[config.mk]
export PLATFORM = sky130hd
export DESIGN_NAME = stream_demux
export DESIGN_NICKNAME = d
export VERILOG_FILES = /design/src/rtl/stream_demux_pkg.sv /design/src/rtl/stream_demux_oreg.sv /design/src/rtl/stream_demux.sv
export SDC_FILE = /design/constraint.sdc
export NUM_CORES = 1
export LEC_CHECK = 0
export CAP_MARGIN = 20
export CORE_MARGIN = 2
export CORE_UTILIZATION = 40
export CTS_CLUSTER_SIZE = 10
export DETAILED_ROUTE_END_ITERATION = 16
export PLACE_DENSITY = 0.8
export SLEW_MARGIN = 20
export SYNTH_ARGS = -nofsm -noshare
export SYNTH_HDL_FRONTEND = slang
export SYNTH_HIERARCHICAL = 1
export SYNTH_SLANG_ARGS = --single-unit
[constraint.sdc]
create_clock -name clk -period 4.6 [get_ports clk]
set_input_delay 0.46 -clock clk [delete_from_list [all_inputs] [get_ports clk]]
set_output_delay 0.46 -clock clk [all_outputs]
set_load 0.05 [all_outputs]
[src/rtl/stream_demux_pkg.sv]
// Shared types for the stream_demux slice: FSM state encoding and select-width helper.
package stream_demux_pkg;

   typedef enum logic [1:0] {IDLE, PKT, DROP} demux_state_t;

   function automatic int sel_width(input int n);
      return (n > 1) ? $clog2(n) : 1;
   endfunction

endpackage

[src/rtl/stream_demux_oreg.sv]
// Single-entry valid/ready pipeline register: 1-cycle latency, reloads on the same cycle it drains.
module stream_demux_oreg #(
   parameter int DW = 8
) (
   input  logic          clk,
   input  logic          rst,
   input  logic          in_valid,
   output logic          in_ready,
   input  logic [DW-1:0] in_data,
   output logic          out_valid,
   input  logic          out_ready,
   output logic [DW-1:0] out_data
);

   assign in_ready = !out_valid || out_ready;

   always_ff @(posedge clk) begin
      if (rst) begin
         out_valid <= 1'b0;
         out_data  <= '0;
      end else if (in_valid && in_ready) begin
         out_valid <= 1'b1;
         out_data  <= in_data;
      end else if (out_ready) begin
         out_valid <= 1'b0;
      end
   end

endmodule

[src/rtl/stream_demux.sv]
// Registered 1-to-N packet demultiplexer; destination locked from first to last beat.
// Optional macro STREAM_DEMUX_ERR_EN drops packets with an out-of-range select and flags err_drop.
module stream_demux
   import stream_demux_pkg::*;
#(
   parameter int N     = 3,
   parameter int W     = 8,
   parameter int SEL_W = sel_width(N)
) (
   input  logic             clk,
   input  logic             rst,
   input  logic             s_valid,
   output logic             s_ready,
   input  logic [W-1:0]     s_data,
   input  logic [SEL_W-1:0] s_sel,
   input  logic             s_last,
   output logic [N-1:0]     m_valid,
   input  logic [N-1:0]     m_ready,
   output logic [W-1:0]     m_data,
   output logic             m_last
`ifdef STREAM_DEMUX_ERR_EN
   ,
   output logic             err_drop
`endif
);

   localparam int DW = W + SEL_W + 1;

   demux_state_t     state, state_nxt;
   logic [SEL_W-1:0] dest_q, dest_nxt, route_dest;
   logic [SEL_W-1:0] out_dest;
   logic [DW-1:0]    out_word;
   logic             out_valid, out_ready, reg_in_ready;
   logic             accept, store, sel_bad;
`ifdef STREAM_DEMUX_ERR_EN
   logic             drop_beat;
`endif

   assign {m_last, out_dest, m_data} = out_word;
   assign sel_bad = {1'b0, s_sel} >= (SEL_W+1)'(N);
   assign accept  = s_valid && s_ready;

`ifdef STREAM_DEMUX_ERR_EN
   assign s_ready  = (state == DROP) || reg_in_ready;
   assign err_drop = drop_beat && !rst;
`else
   assign s_ready  = reg_in_ready;
`endif

   // Only the addressed consumer's ready can drain the register.
   always_comb begin
      m_valid   = '0;
      out_ready = 1'b0;
      for (int i = 0; i < N; i++) begin
         if (out_dest == SEL_W'(i)) begin
            m_valid[i] = out_valid;
            out_ready  = m_ready[i];
         end
      end
   end

   always_ff @(posedge clk) begin
      if (rst) begin
         state  <= IDLE;
         dest_q <= '0;
      end else begin
         state  <= state_nxt;
         dest_q <= dest_nxt;
      end
   end

   // First beats steer by s_sel and lock it for the rest of the packet.
   always_comb begin
      state_nxt  = state;
      dest_nxt   = dest_q;
      route_dest = dest_q;
      store      = 1'b0;
`ifdef STREAM_DEMUX_ERR_EN
      drop_beat  = 1'b0;
`endif
      case (state)
         IDLE: begin
            route_dest = sel_bad ? '0 : s_sel;
`ifdef STREAM_DEMUX_ERR_EN
            if (accept && sel_bad) begin
               drop_beat = 1'b1;
               if (!s_last) state_nxt = DROP;
            end else if (accept) begin
               store = 1'b1;
               if (!s_last) begin
                  dest_nxt  = route_dest;
                  state_nxt = PKT;
               end
            end
`else
            store = accept;
            if (accept && !s_last) begin
               dest_nxt  = route_dest;
               state_nxt = PKT;
            end
`endif
         end
         PKT: begin
            store = accept;
            if (accept && s_last) state_nxt = IDLE;
         end
`ifdef STREAM_DEMUX_ERR_EN
         DROP: begin
            if (accept && s_last) state_nxt = IDLE;
         end
`endif
         default: state_nxt = IDLE;
      endcase
   end

   stream_demux_oreg #(.DW(DW)) u_oreg (
      .clk       (clk),
      .rst       (rst),
      .in_valid  (store),
      .in_ready  (reg_in_ready),
      .in_data   ({s_last, route_dest, s_data}),
      .out_valid (out_valid),
      .out_ready (out_ready),
      .out_data  (out_word)
   );

endmodule

==> results of run 1 <==
## path summary, 6_finish.rpt
check,cells after the start,slack [ns],end
worst min register to register,2,0.48,dest_q[1]
worst max-delay path,5,1.82,s_ready
worst max register to register,6,2.50,u_oreg/out_data[7]
worst min-delay path,2,0.48,dest_q[1]
## registers in the layout, indices dropped and copies added (netlist names)
register	flops
u_oreg/out_data	11
u_oreg/out_valid	1
dest_q	2
state	1
## per-layer routing
| layer | global-route usage | vias up | wire length [um] |
|---|---|---|---|
| met1 | 0.1874 | 295 | 744 |
| met2 | 0.2507 | 15 | 824 |
| met5 | 0 | - | 0 |
| met4 | 0.09730 | 0 | 27 |
| li1 | - | 335 | - |
| met3 | 0.04151 | 2 | 71 |
## cell type report
| type | instances | area share |
|---|---|---|
| flip-flops and latches | 15 | 0.2778 |
| repair buffers | 29 | 0.2685 |
| inverters | 1 | 0.003472 |
| multi-input cells | 57 | 0.3970 |
| well taps | 25 | 0.02894 |
| clock buffers | 4 | 0.02431 |
## cell families after synthesis
logic type             Yosys count
AND/OR/NAND/NOR                 26
AO/OA/AOI/OAI                   28
multiplexers                     3
flip-flops                      15
buffers and inverters            7
## cells in the mapped netlist
library cell	number
dfxtp_1	15
nand3_1	11
a21bo_1	7
a21oi_2	7
a21oi_1	6
a21bo_2	4
buf_2	3
mux2i_1	3
o21ai_0	3
and3b_1	2
buf_6	2
nand2_1	2
nand2b_1	2
or2b_2	2
or3b_1	2
a211oi_1	1
and2_1	1
and4bb_1	1
clkbuf_1	1
inv_1	1
nand2b_4	1
nand3b_1	1
nor3b_1	1
## power groups by stage
stage,sequential (W),combinational [W],clock (W)
floorplan,0.000164,0.0000406,0
global placement,0.000146,0.0000871,0
detailed placement,0.000147,0.0000883,0
CTS,0.000144,0.0000887,0.0000786
global route,0.000145,0.0000935,0.0000834
finish,0.000144,0.0000883,0.0000750
## metrics by stage
step,worst slack (ns),power [W],cells,hold slack [ns],cell area [um^2]
2_1_floorplan,2.588,0.0002050,79,0.4483,774.5
5_1_grt,1.733,0.0003218,131,0.5182,1081
3_3_place_gp,1.860,0.0002335,127,0.4622,1055
3_5_place_dp,1.845,0.0002353,127,0.4672,1055
6_report,1.824,0.0003071,131,0.4790,1081
4_1_cts,1.824,0.0003113,131,0.4866,1081
## worst register-to-register path, stage by stage, from the launching register on
cell      delay (ns)
dfxtp_1         0.41
mux2i_1         0.09
o21ai_0         0.15
nand2b_4        0.32
and2_1          0.68
a21bo_2         0.23
a21oi_1         0.06
==> out/metrics.cfg, run 1 <==
[timing]
worst_pin_slew_ns=0.7678
rsz0062_at_grt=false
max_freq_ghz=0.3603
min_period_over_period=0.6034
hold_viol_final=0
slew_headroom=0.4881
period_needed_ns=2.776
skew_ns=0.01170
final.setup.tns_ns=0
slew_viol_final=0
setup-violations-final=0

[synth]
synth_cells=79
synthDistinctLibCells=23
syn_area_um2=774.5
synthMuxAreaShare=0.03877
synth_fa_ha_area_frac=0
synth_top_cell_area_share=0.3877
synth_top_family_by_area=compound AO/OA/AOI/OAI gates
synth_seq_cells=15
synth-simple-area-share=0.2262
synth_top_cell_by_area=dfxtp_1
yosys-top-cells-area=dfxtp_1, a21bo_1, a21oi_2
yosysWarnings=6
synth-compound-area-share=0.2892
synth_xor_area_frac=0
postSynthNetCount=96
avgSynthCellArea_um2=9.804
seq_area_frac_synth=0.3877

[setup_path]
crit_fanout=27
slowest_delay_ns=0.86
critPathBufInv=2
regToRegStartpoint=u_oreg/out_data[9]
crit_type=in2out
path_cells=clkdlybuf4s50_1, mux2i_1, o21ai_0, nand2b_4, clkdlybuf4s50_1
cp.arrival_ns=2.32
critPathTopFamily=buffers and inverters
required_ns=4.14
crit_slowest_cell=clkdlybuf4s50_1
path_common_cell=clkdlybuf4s50_1
worstSetupStartpointType=primary input
setup.worst_path.end_class=output pin
cp-startpoint=m_ready[2]

[pwr]
p_per_area_nw_per_um2=284.1
seq_power_share=0.468
net-switching-power_w=0.00009639
p_leak_nw=0.3877
irDropWorstVdd_mv=0.1622
pwr-share-clk=0.244
p_int_w=0.0002107
pwr-share-comb=0.288
switching_share=0.3138

[drt]
detail_route.wl_per_cell_um=12.73
drt_iter0_drc=13
dr.pass1.iters=3
totalWireLength_um=1667
drtAntennaViolNets=0
via_per_inst=4.939
routed-via-count=647
drc=0

[final_layout]
multi_input_comb_area_um2=429.2
nFillCells=152
drive_gt1_frac=0.1604
final_util=0.6063
regArea_um2=300.3
layout_commonest_cell=clkdlybuf4s50_1
nNetsFinal=124
area_growth_syn_to_layout_pct=39.58
final_cell_mix=clkdlybuf4s50_1, dfxtp_1, nand3_1
antenna_cells=0

[flow_run]
cap_violations=0

[clock_tree]
clock_path_buffers=2
cts_resized=0
cts_setup_buffers=0
cts_hold_buf=0
clock_latency_ns=0.28
clk_pin_slew_ns=0.08
cts.sinks=15
htreeDepth=1
cts_buffers=3
root_buffer=clkbuf_4
cts_tree=yes

[global_route]
grt_pass1_wl_um=2470
gr-total-overflow=0
grt_max_degree=28
antenna_found_initial=0
grt_util_all_layers=0.1575
grt_pass1_vias=576

[floorplanning]
die_width_um=48
placementRows=15
dieArea_um2=2304
die_h_um=48
coreArea_um2=1783
ios=30
initial_utilization=0.4344

[hold_path]
hp-start=dest_q[1]
min_path_type=reg2reg

[placed_design]
hpwl_um=1175
gp_congestion=0.6374
portBuffers=29

[status]
status=completed

Power figures use the tool's default switching activity.
==> run 2, diff against run 1 <==
==> constraint.sdc (replaced) <==
create_clock -name clk -period 2.6 [get_ports clk]
set_input_delay 0.26 -clock clk [delete_from_list [all_inputs] [get_ports clk]]
set_output_delay 0.26 -clock clk [all_outputs]
set_load 0.05 [all_outputs]
==> run 2 against run 1 <==
  * Count of clock-buffer cells in the layout fell by 1
  * Total power rose by 78%
  * Combinational power rose by 81%
  * Routed wire length fell by 3.5%
  * Largest cell class unchanged
  * Largest power group unchanged
  * Critical path type is now reg2out
==> out/metrics.cfg, run 2 (synthesis results as in run 1) <==
[status]
status=completed  ; unchanged

[final_layout]
stdcell_count=134  ; was 131
nFillCells=147  ; was 152
top_register=u_oreg/out_data  ; unchanged
final_cell_mix=clkdlybuf4s50_1, dfxtp_1, nand3_1  ; unchanged
area_growth_syn_to_layout_pct=42.33  ; was 39.58%
nNetsFinal=127  ; was 124
multi_input_comb_area_um2=429.2  ; unchanged
largest_reg_flops=11  ; unchanged
layout_commonest_cell=clkdlybuf4s50_1  ; unchanged
drive_gt1_frac=0.2018  ; was 0.1604
reg_top3=u_oreg/out_data x11, dest_q x2  ; unchanged
regArea_um2=300.3  ; unchanged
final_area_um2=1102  ; was 1081 um^2
antenna_cells=0  ; unchanged

[global_route]
grt_pass1_wl_um=2339  ; was 2470 um
gr-total-overflow=0  ; unchanged
antenna_found_initial=0  ; unchanged
grt_max_degree=27  ; was 28
grt_util_all_layers=0.1479  ; was 0.1575
grt_pass1_vias=557  ; was 576

[hold_path]
min_path_type=reg2reg  ; unchanged

[timing]
worst_pin_slew_ns=0.5304  ; was 0.7678 ns
setup-violations-final=0  ; unchanged
skew_ns=0.009366  ; was 0.01170 ns
hold_viol_final=0  ; unchanged
slew_headroom=0.6464  ; was 0.4881
final.setup.tns_ns=0  ; unchanged
period_needed_ns=1.962
slew_viol_final=0  ; unchanged
max_freq_ghz=0.5098
min_period_over_period=0.7545
rsz0062_at_grt=false  ; unchanged

[setup_path]
path_cells=nor3b_1, clkdlybuf4s50_1  ; was clkdlybuf4s50_1, mux2i_1, o21ai_0, nand2b_4, clkdlybuf4s50_1
worstSetupStartpointType=flop  ; was primary input
crit_type=reg2out  ; was in2out
rrSetupSlack_ns=0.76  ; was 2.50 ns
crit_fanout=4  ; was 27
setup.worst_path.end_class=output pin  ; unchanged
crit_slowest_cell=clkdlybuf4s50_1  ; unchanged
required_ns=2.34  ; was 4.14 ns
cp.arrival_ns=1.70  ; was 2.32 ns
slowest_delay_ns=0.83  ; was 0.86 ns

[drt]
via_per_inst=5.000  ; was 4.939
drt_iter0_drc=12  ; was 13
detail_route.wl_per_cell_um=12.00  ; was 12.73 um
drc=0  ; unchanged
routed-via-count=670  ; was 647
dr.pass1.iters=4  ; was 3
totalWireLength_um=1608  ; was 1667 um
drtAntennaViolNets=0  ; unchanged

[pwr]
p_leak_nw=0.4045  ; was 0.3877 nW
irDropWorstVdd_mv=0.5071  ; was 0.1622 mV
power_w=0.0005466  ; was 0.0003071 W
p_per_area_nw_per_um2=495.9  ; was 284.1 nW/um^2

[placed_design]
portBuffers=29  ; unchanged
placed_cells=130  ; was 127
place_area_um2=1075  ; was 1055 um^2
gp_congestion=0.6630  ; was 0.6374
hpwl_um=1162  ; was 1175 um

[floorplanning]
coreArea_um2=1783  ; unchanged
die_width_um=48  ; unchanged
die_h_um=48  ; unchanged
dieArea_um2=2304  ; unchanged
initial_utilization=0.4344  ; unchanged
ios=30  ; unchanged
placementRows=15  ; unchanged

[clock_tree]
cts_buffers=3  ; unchanged
cts_hold_buf=0  ; unchanged
clock_latency_ns=0.28  ; about the same
clk_pin_slew_ns=0.08  ; about the same
htreeDepth=1  ; unchanged
clock_path_buffers=2  ; unchanged
cts_resized=0  ; unchanged
cts_tree=yes  ; unchanged
cts_setup_buffers=0  ; unchanged
cts.sinks=15  ; unchanged
root_buffer=clkbuf_4  ; unchanged

[flow_run]
cap_violations=0  ; unchanged

==> run 2: layer usage <==
metal	global-route usage	wire, um	share of wire
met1	0.1795	788	0.49
met5	0	0	0
met4	0.06486	27	0.017
met3	0.04528	43	0.027
met2	0.2400	748	0.47
==> run 2: cell type report <==
class                      instances  share of cell area
multi-input combinational         57              0.3893
timing repair buffer              32              0.2815
sequential                        15              0.2724
tap                               25             0.02838
clock buffer                       3             0.02043
clock inverter                     1            0.004540
inverter                           1            0.003405
==> run 2: final timing paths <==
kind	start	endpoint	depth (start not counted)
worst max register to register	u_oreg/out_data[9]	u_oreg/out_data[0]	7
worst min register to register	dest_q[1]	dest_q[1]	2
worst min-delay path	dest_q[1]	dest_q[1]	2
worst max-delay path	u_oreg/out_valid	m_valid[0]	2
==> run 2: where the power goes <==
part	internal, W	total [W]	switching (W)
Clock	0.0000571	0.000132	0.0000751
Sequential	0.000244	0.000254	0.0000100
Combinational	0.0000725	0.000160	0.0000877
Total	0.000374	0.000547	0.000173
==> run 2: stage by stage <==
step	hold WS [ns]	util	worst slack, ns
6_report	0.4882	0.6182	0.6384
5_1_grt	0.5150	0.6182	0.5593
4_1_cts	0.4926	0.6182	0.6198
3_3_place_gp	0.4630	0.6028	0.5530
2_1_floorplan	0.3291	-	0.6614
3_5_place_dp	0.4770	0.6028	0.4961
==> run 2: worst max-delay path: cells and delay by family (launching register included) <==
| family | cells | cell delay, ns |
|---|---|---|
| buf+inv | 1 | 0.83 |
| flops | 1 | 0.40 |
| simple gates | 1 | 0.20 |
==> run 3, diff against run 2 <==
==> constraint.sdc (replaced) <==
create_clock -name clk -period 2.02 [get_ports clk]
set_input_delay 0.202 -clock clk [delete_from_list [all_inputs] [get_ports clk]]
set_output_delay 0.202 -clock clk [all_outputs]
set_load 0.05 [all_outputs]
==> run 3 against run 2 <==
  * Cell count did not move
  * Combinational power rose by 31%
  * Utilization up 0.63 points
  * Cell area grew 1.0%
  * Non-clock buffer count stayed put
  * Largest cell class unchanged
  * Highest routed layer unchanged
==> out/metrics.cfg, run 3 (synthesis results as in run 1) <==
[timing]
rsz0062_at_grt=false  ; unchanged
min_period_over_period=0.9376
slew_headroom=0.6648  ; was 0.6464
setup-violations-final=0  ; unchanged
period_needed_ns=1.894
whs_ns=0.4792  ; was 0.4882 ns
worst_pin_slew_ns=0.5013  ; was 0.5304 ns
hold_viol_final=0  ; unchanged
max_freq_ghz=0.5280
setup_ws_ns=0.1260  ; was 0.6384 ns
slew_viol_final=0  ; unchanged
final.setup.tns_ns=0  ; unchanged
skew_ns=0.004513  ; was 0.009366 ns

[pwr]
p_per_area_nw_per_um2=633.7  ; was 495.9 nW/um^2
irDropWorstVdd_mv=0.4166  ; was 0.5071 mV
p_leak_nw=0.4078  ; was 0.4045 nW

[placed_design]
portBuffers=29  ; unchanged
place_area_um2=1087  ; was 1075 um^2
hpwl_um=1165  ; was 1162 um
gp_congestion=0.6709  ; was 0.6630
dp_slack_ns=0.1830  ; was 0.4961 ns

[floorplanning]
dieArea_um2=2304  ; unchanged
initial_utilization=0.4344  ; unchanged
die_h_um=48  ; unchanged
die_width_um=48  ; unchanged
ios=30  ; unchanged
coreArea_um2=1783  ; unchanged
placementRows=15  ; unchanged

[clock_tree]
htreeDepth=1  ; unchanged
cts_tree=yes  ; unchanged
cts_buffers=3  ; unchanged
cts_hold_buf=0  ; unchanged
cts_resized=0  ; unchanged
clock_path_buffers=2  ; unchanged
cts.sinks=15  ; unchanged
clock_latency_ns=0.28  ; about the same
cts_setup_buffers=0  ; unchanged
root_buffer=clkbuf_4  ; unchanged
clk_pin_slew_ns=0.09  ; was 0.08 ns

[global_route]
grt_pass1_vias=596  ; was 557
antenna_found_initial=0  ; unchanged
grt_max_degree=25  ; was 27
grt_util_all_layers=0.1570  ; was 0.1479
grt_pass1_wl_um=2490  ; was 2339 um
gr-total-overflow=0  ; unchanged

[setup_path]
crit_type=reg2out  ; unchanged
cp.arrival_ns=1.69  ; was 1.70 ns
crit_fanout=4  ; unchanged
required_ns=1.82  ; was 2.34 ns
setup.worst_path.end_class=output pin  ; unchanged
worstSetupStartpointType=flop  ; unchanged
ff2ff_path_depth=7  ; unchanged

[final_layout]
drive_gt1_frac=0.1927  ; was 0.2018
final_area_um2=1114  ; was 1102 um^2
antenna_cells=0  ; unchanged
area_growth_syn_to_layout_pct=43.78  ; was 42.33%
top_register=u_oreg/out_data  ; unchanged
nNetsFinal=127  ; unchanged
reg_top3=u_oreg/out_data x11, dest_q x2  ; unchanged
layout_commonest_cell=clkdlybuf4s50_1  ; unchanged
final_cell_mix=clkdlybuf4s50_1, dfxtp_1, nand3_1  ; unchanged
largest_reg_flops=11  ; unchanged

[hold_path]
min_path_type=in2reg  ; was reg2reg
min_path_cells=3  ; was 2

[drt]
totalWireLength_um=1618  ; was 1608 um
drt-met1-wl_um=738  ; was 788 um
drtAntennaViolNets=0  ; unchanged
detail_route.wl_per_cell_um=12.07  ; was 12.00 um
wl_met2_um=797  ; was 748 um
dr.pass1.iters=4  ; unchanged
via_per_inst=4.873  ; was 5.000
drt_iter0_drc=4  ; was 12
dr.max_layer_used=met4  ; unchanged
met3_length_um=61  ; was 43 um
routed-via-count=653  ; was 670
drc=0  ; unchanged

[status]
status=completed  ; unchanged

[flow_run]
cap_violations=0  ; unchanged

[run 3: changes by cell type in the layout (fill, tap and decap cells not counted), sizes merged]
cell / before / now
clkinv: 1 / 0
clkbuf: 3 / 4
[run 3: worst max-delay path: stages (launching register included)]
cell and delay, ns:
dfxtp_1 0.40, nor3b_1 0.19, clkdlybuf4s50_1 0.82
[run 3: worst paths after layout]
kind / end / start / slack [ns]
min: u_oreg/out_data[6] / s_data[6] / 0.48
max: m_valid[0] / u_oreg/out_valid / 0.13
max reg2reg: u_oreg/out_data[7] / u_oreg/out_data[9] / 0.32
min reg2reg: dest_q[1] / dest_q[1] / 0.49
[run 3: power by group]
group          total [W]  internal, W  switching [W]  leakage, nW
sequential      0.000327     0.000314      0.0000124        0.123
clock           0.000169    0.0000766      0.0000922       0.0150
combinational   0.000210    0.0000968       0.000114        0.270
[run 3: metal layers]
| layer | GRT usage | up-vias |
|---|---|---|
| li1 | - | 343 |
| met1 | 0.1950 | 289 |
| met2 | 0.2533 | 19 |
| met3 | 0.04528 | 2 |
| met4 | 0.06486 | 0 |
| met5 | 0 | - |
[run 3: final cells by class]
type,instances,area (um^2)
Multi-Input combinational cell,57,429.2
Fill cell,165,669.4
Inverter,1,3.754
Tap cell,25,31.28
Sequential cell,15,300.3
Timing Repair Buffer,32,322.8
Clock buffer,4,26.28
[run 3: per-stage QoR]
step	cells	total power, W	util
after global placement	130	0.0005412	0.6098
final	134	0.0007057	0.6246
after global routing	134	0.0007398	0.6246
after detailed placement	130	0.0005438	0.6098
after CTS	134	0.0007149	0.6246
after floorplan	79	0.0004667	-
==> edit, RTL diff (config.mk and constraints of run 3) <==
Add a define of `STREAM_DEMUX_ERR_EN`.
--- a/src/rtl/stream_demux.sv
+++ b/src/rtl/stream_demux.sv
@@ -2,2 +2,4 @@
 // Optional macro STREAM_DEMUX_ERR_EN drops packets with an out-of-range select and flags err_drop.
+`define STREAM_DEMUX_ERR_EN
+
 module stream_demux
Behaviour (old outputs only; new: err_drop): not the same (a bounded check fails within 4 cycles, from zero or initial values and one cycle with rst high).
==> edit against run 3 <==
Setup slack gained 4.3 ps; sequential share of layout area decreased by 2.4 points; area after synthesis grew 19%; final area up 17%; sequential power is 8.9% higher; critical path depth unchanged; first-iteration DRC count grew to 2.8 times the old value; wire length increased by 17%; fmax is 0.23% higher; total power is 24% higher; sequential cell count grew 1; critical path type unchanged; largest cell class unchanged.
==> edit: results (changes against run 3) <==
[status]
status = completed  ; unchanged

[placed_design]
post_dp_cell_area_um2 = 1270  ; was 1090 um2
port-buffer-count = 30  ; was 29
dp_hpwl_um = 1460  ; was 1160 um
gp_congestion = 0.772  ; was 0.671
dp_slack_ps = 52.9  ; was 183 ps

[routing]
dr.pass1.iters = 4  ; unchanged
via_count = 802  ; was 653
met3_length_um = 103  ; was 61 um
avgViaCountPerCell = 5.17  ; was 4.87
met1Wirelength_um = 863  ; was 738 um
dr_wl_met2_um = 875  ; was 797 um
routed_wl_um = 1890  ; was 1620 um
initialDrtViolationCount = 11  ; was 4
highest_layer = met4  ; unchanged

[clock_network]
cts_root_buf = clkbuf_4  ; unchanged
cts_buffers = 3  ; unchanged
path_clk_slew_ps = 100
cts_max_path_buffers = 2  ; unchanged
insertion_delay_ps = 290
htreeDepth = 1  ; unchanged
cts_setup_buffers = 0  ; unchanged

[layout]
reg_top3 = u_oreg/out_data (11), dest_q (2), state (2)  ; was u_oreg/out_data (11), dest_q (2)
final_nets = 148  ; was 127
fillerInstances = 197  ; was 165
diodes = 0  ; unchanged
drive_gt1_share_pct = 20.5  ; was 19.3%

[global_routing]
grtUsageTotal_pct = 16.0  ; was 15.7%
grt_use_met3_pct = 3.45  ; was 4.53%
grt_util_met2_pct = 23.6  ; was 25.3%
grt_pass1_vias = 724  ; was 596
grt_max_degree = 24  ; was 25
grt_pass1_wl_um = 3170  ; was 2490 um
use_met1_pct = 20.8  ; was 19.5%
antenna_found_initial = 0  ; unchanged

[yosys]
async_flop_share_pct = 0  ; unchanged
synthesis.nets = 117  ; was 96
ys_top_cells_by_count = 16 x dfxtp_1, 12 x nand3_1, 7 x a21bo_1, 7 x a21oi_2  ; was 15 x dfxtp_1, 11 x nand3_1, 7 x a21bo_1, 7 x a21oi_2, 6 x a21oi_1
avgSynthCellArea_um2 = 9.47  ; was 9.80 um2
netlist_top_cells_area = dfxtp_1 35%, a21bo_1 7.6%, a21oi_2 6.7%  ; was dfxtp_1 39%, a21bo_1 9.0%, a21oi_2 7.9%
ys_warn_count = 6  ; unchanged
ys_types = 30  ; was 23
seq_area_frac_synth_pct = 34.9  ; was 38.8%

[timing]
fin_skew_ps = 3.25  ; was 4.51 ps
slew_headroom_pct = 66.2  ; was 66.5%

[pwr]
leakagePower_nw = 0.505  ; was 0.408 nW
vdd_drop_max_mv = 0.425  ; was 0.417 mV
switching_share_pct = 33.3  ; was 30.9%

[setup_path]
cp_max_fo = 6  ; was 4
worstPathArrival_ps = 1690  ; about the same
cpPeakStageDelay_ps = 790  ; was 820 ps
slowest_stage = clkdlybuf4s50_1  ; unchanged

[hold_path]
hold_path_class = in -> reg  ; unchanged

[edit: final cells by class]
class	instances	area (um2)	share of cell area [%]
clock buffers	4	36.3	2.78
inverters	6	22.5	1.72
multi-input cells	68	534	40.9
flip-flops and latches	16	320	24.5
well taps	28	35.0	2.68
repair buffers	33	358	27.4
[edit: worst max-delay path: cells and delay by family, from the launching register on]
family                 cells  cell delay (ps)
AND/OR/NAND/NOR            1              180
flip-flops                 1              430
buffers and inverters      1              790
[edit: cell families (layout without fill, tap and decap cells)]
group	after synthesis	count (layout)	share of synthesized area, %
AOI/OAI and AO/OA	33	33	30.9
and+or+nand+nor	29	29	18.5
DFF	16	16	34.9
buffers and inverters	13	43	8.17
adders and majority gates	3	3	4.09
muxes	3	3	3.41
[edit: worst paths after layout]
| kind | slack [ps] | start | cells after the start | to |
|---|---|---|---|---|
| min reg2reg | 480 | dest_q[1]$_SDFFE_PP0P_ | 2 | dest_q[1]$_SDFFE_PP0P_ |
| max | 130 | u_oreg/out_data[9]$_SDFFE_PP0P_ | 2 | m_valid[2] |
| max reg2reg | 230 | u_oreg/out_data[8]$_SDFFE_PP0P_ | 8 | u_oreg/out_data[7]$_SDFFE_PP0P_ |
| min | 460 | s_data[7] | 3 | u_oreg/out_data[7]$_SDFFE_PP0P_ |
[edit: power groups by stage]
stage / registers [mW] / logic, mW / clock network, mW
floorplan: 0.412 / 0.155 / 0
global placement: 0.362 / 0.301 / 0
detailed placement: 0.363 / 0.306 / 0
CTS: 0.356 / 0.307 / 0.226
global route: 0.360 / 0.327 / 0.236
finish: 0.356 / 0.305 / 0.215
[edit: repair_timing]
item	in CTS	in global routing
gates resized for setup	0	1
endpoints found under the hold margin	0	0
endpoints found under the setup margin	0	1
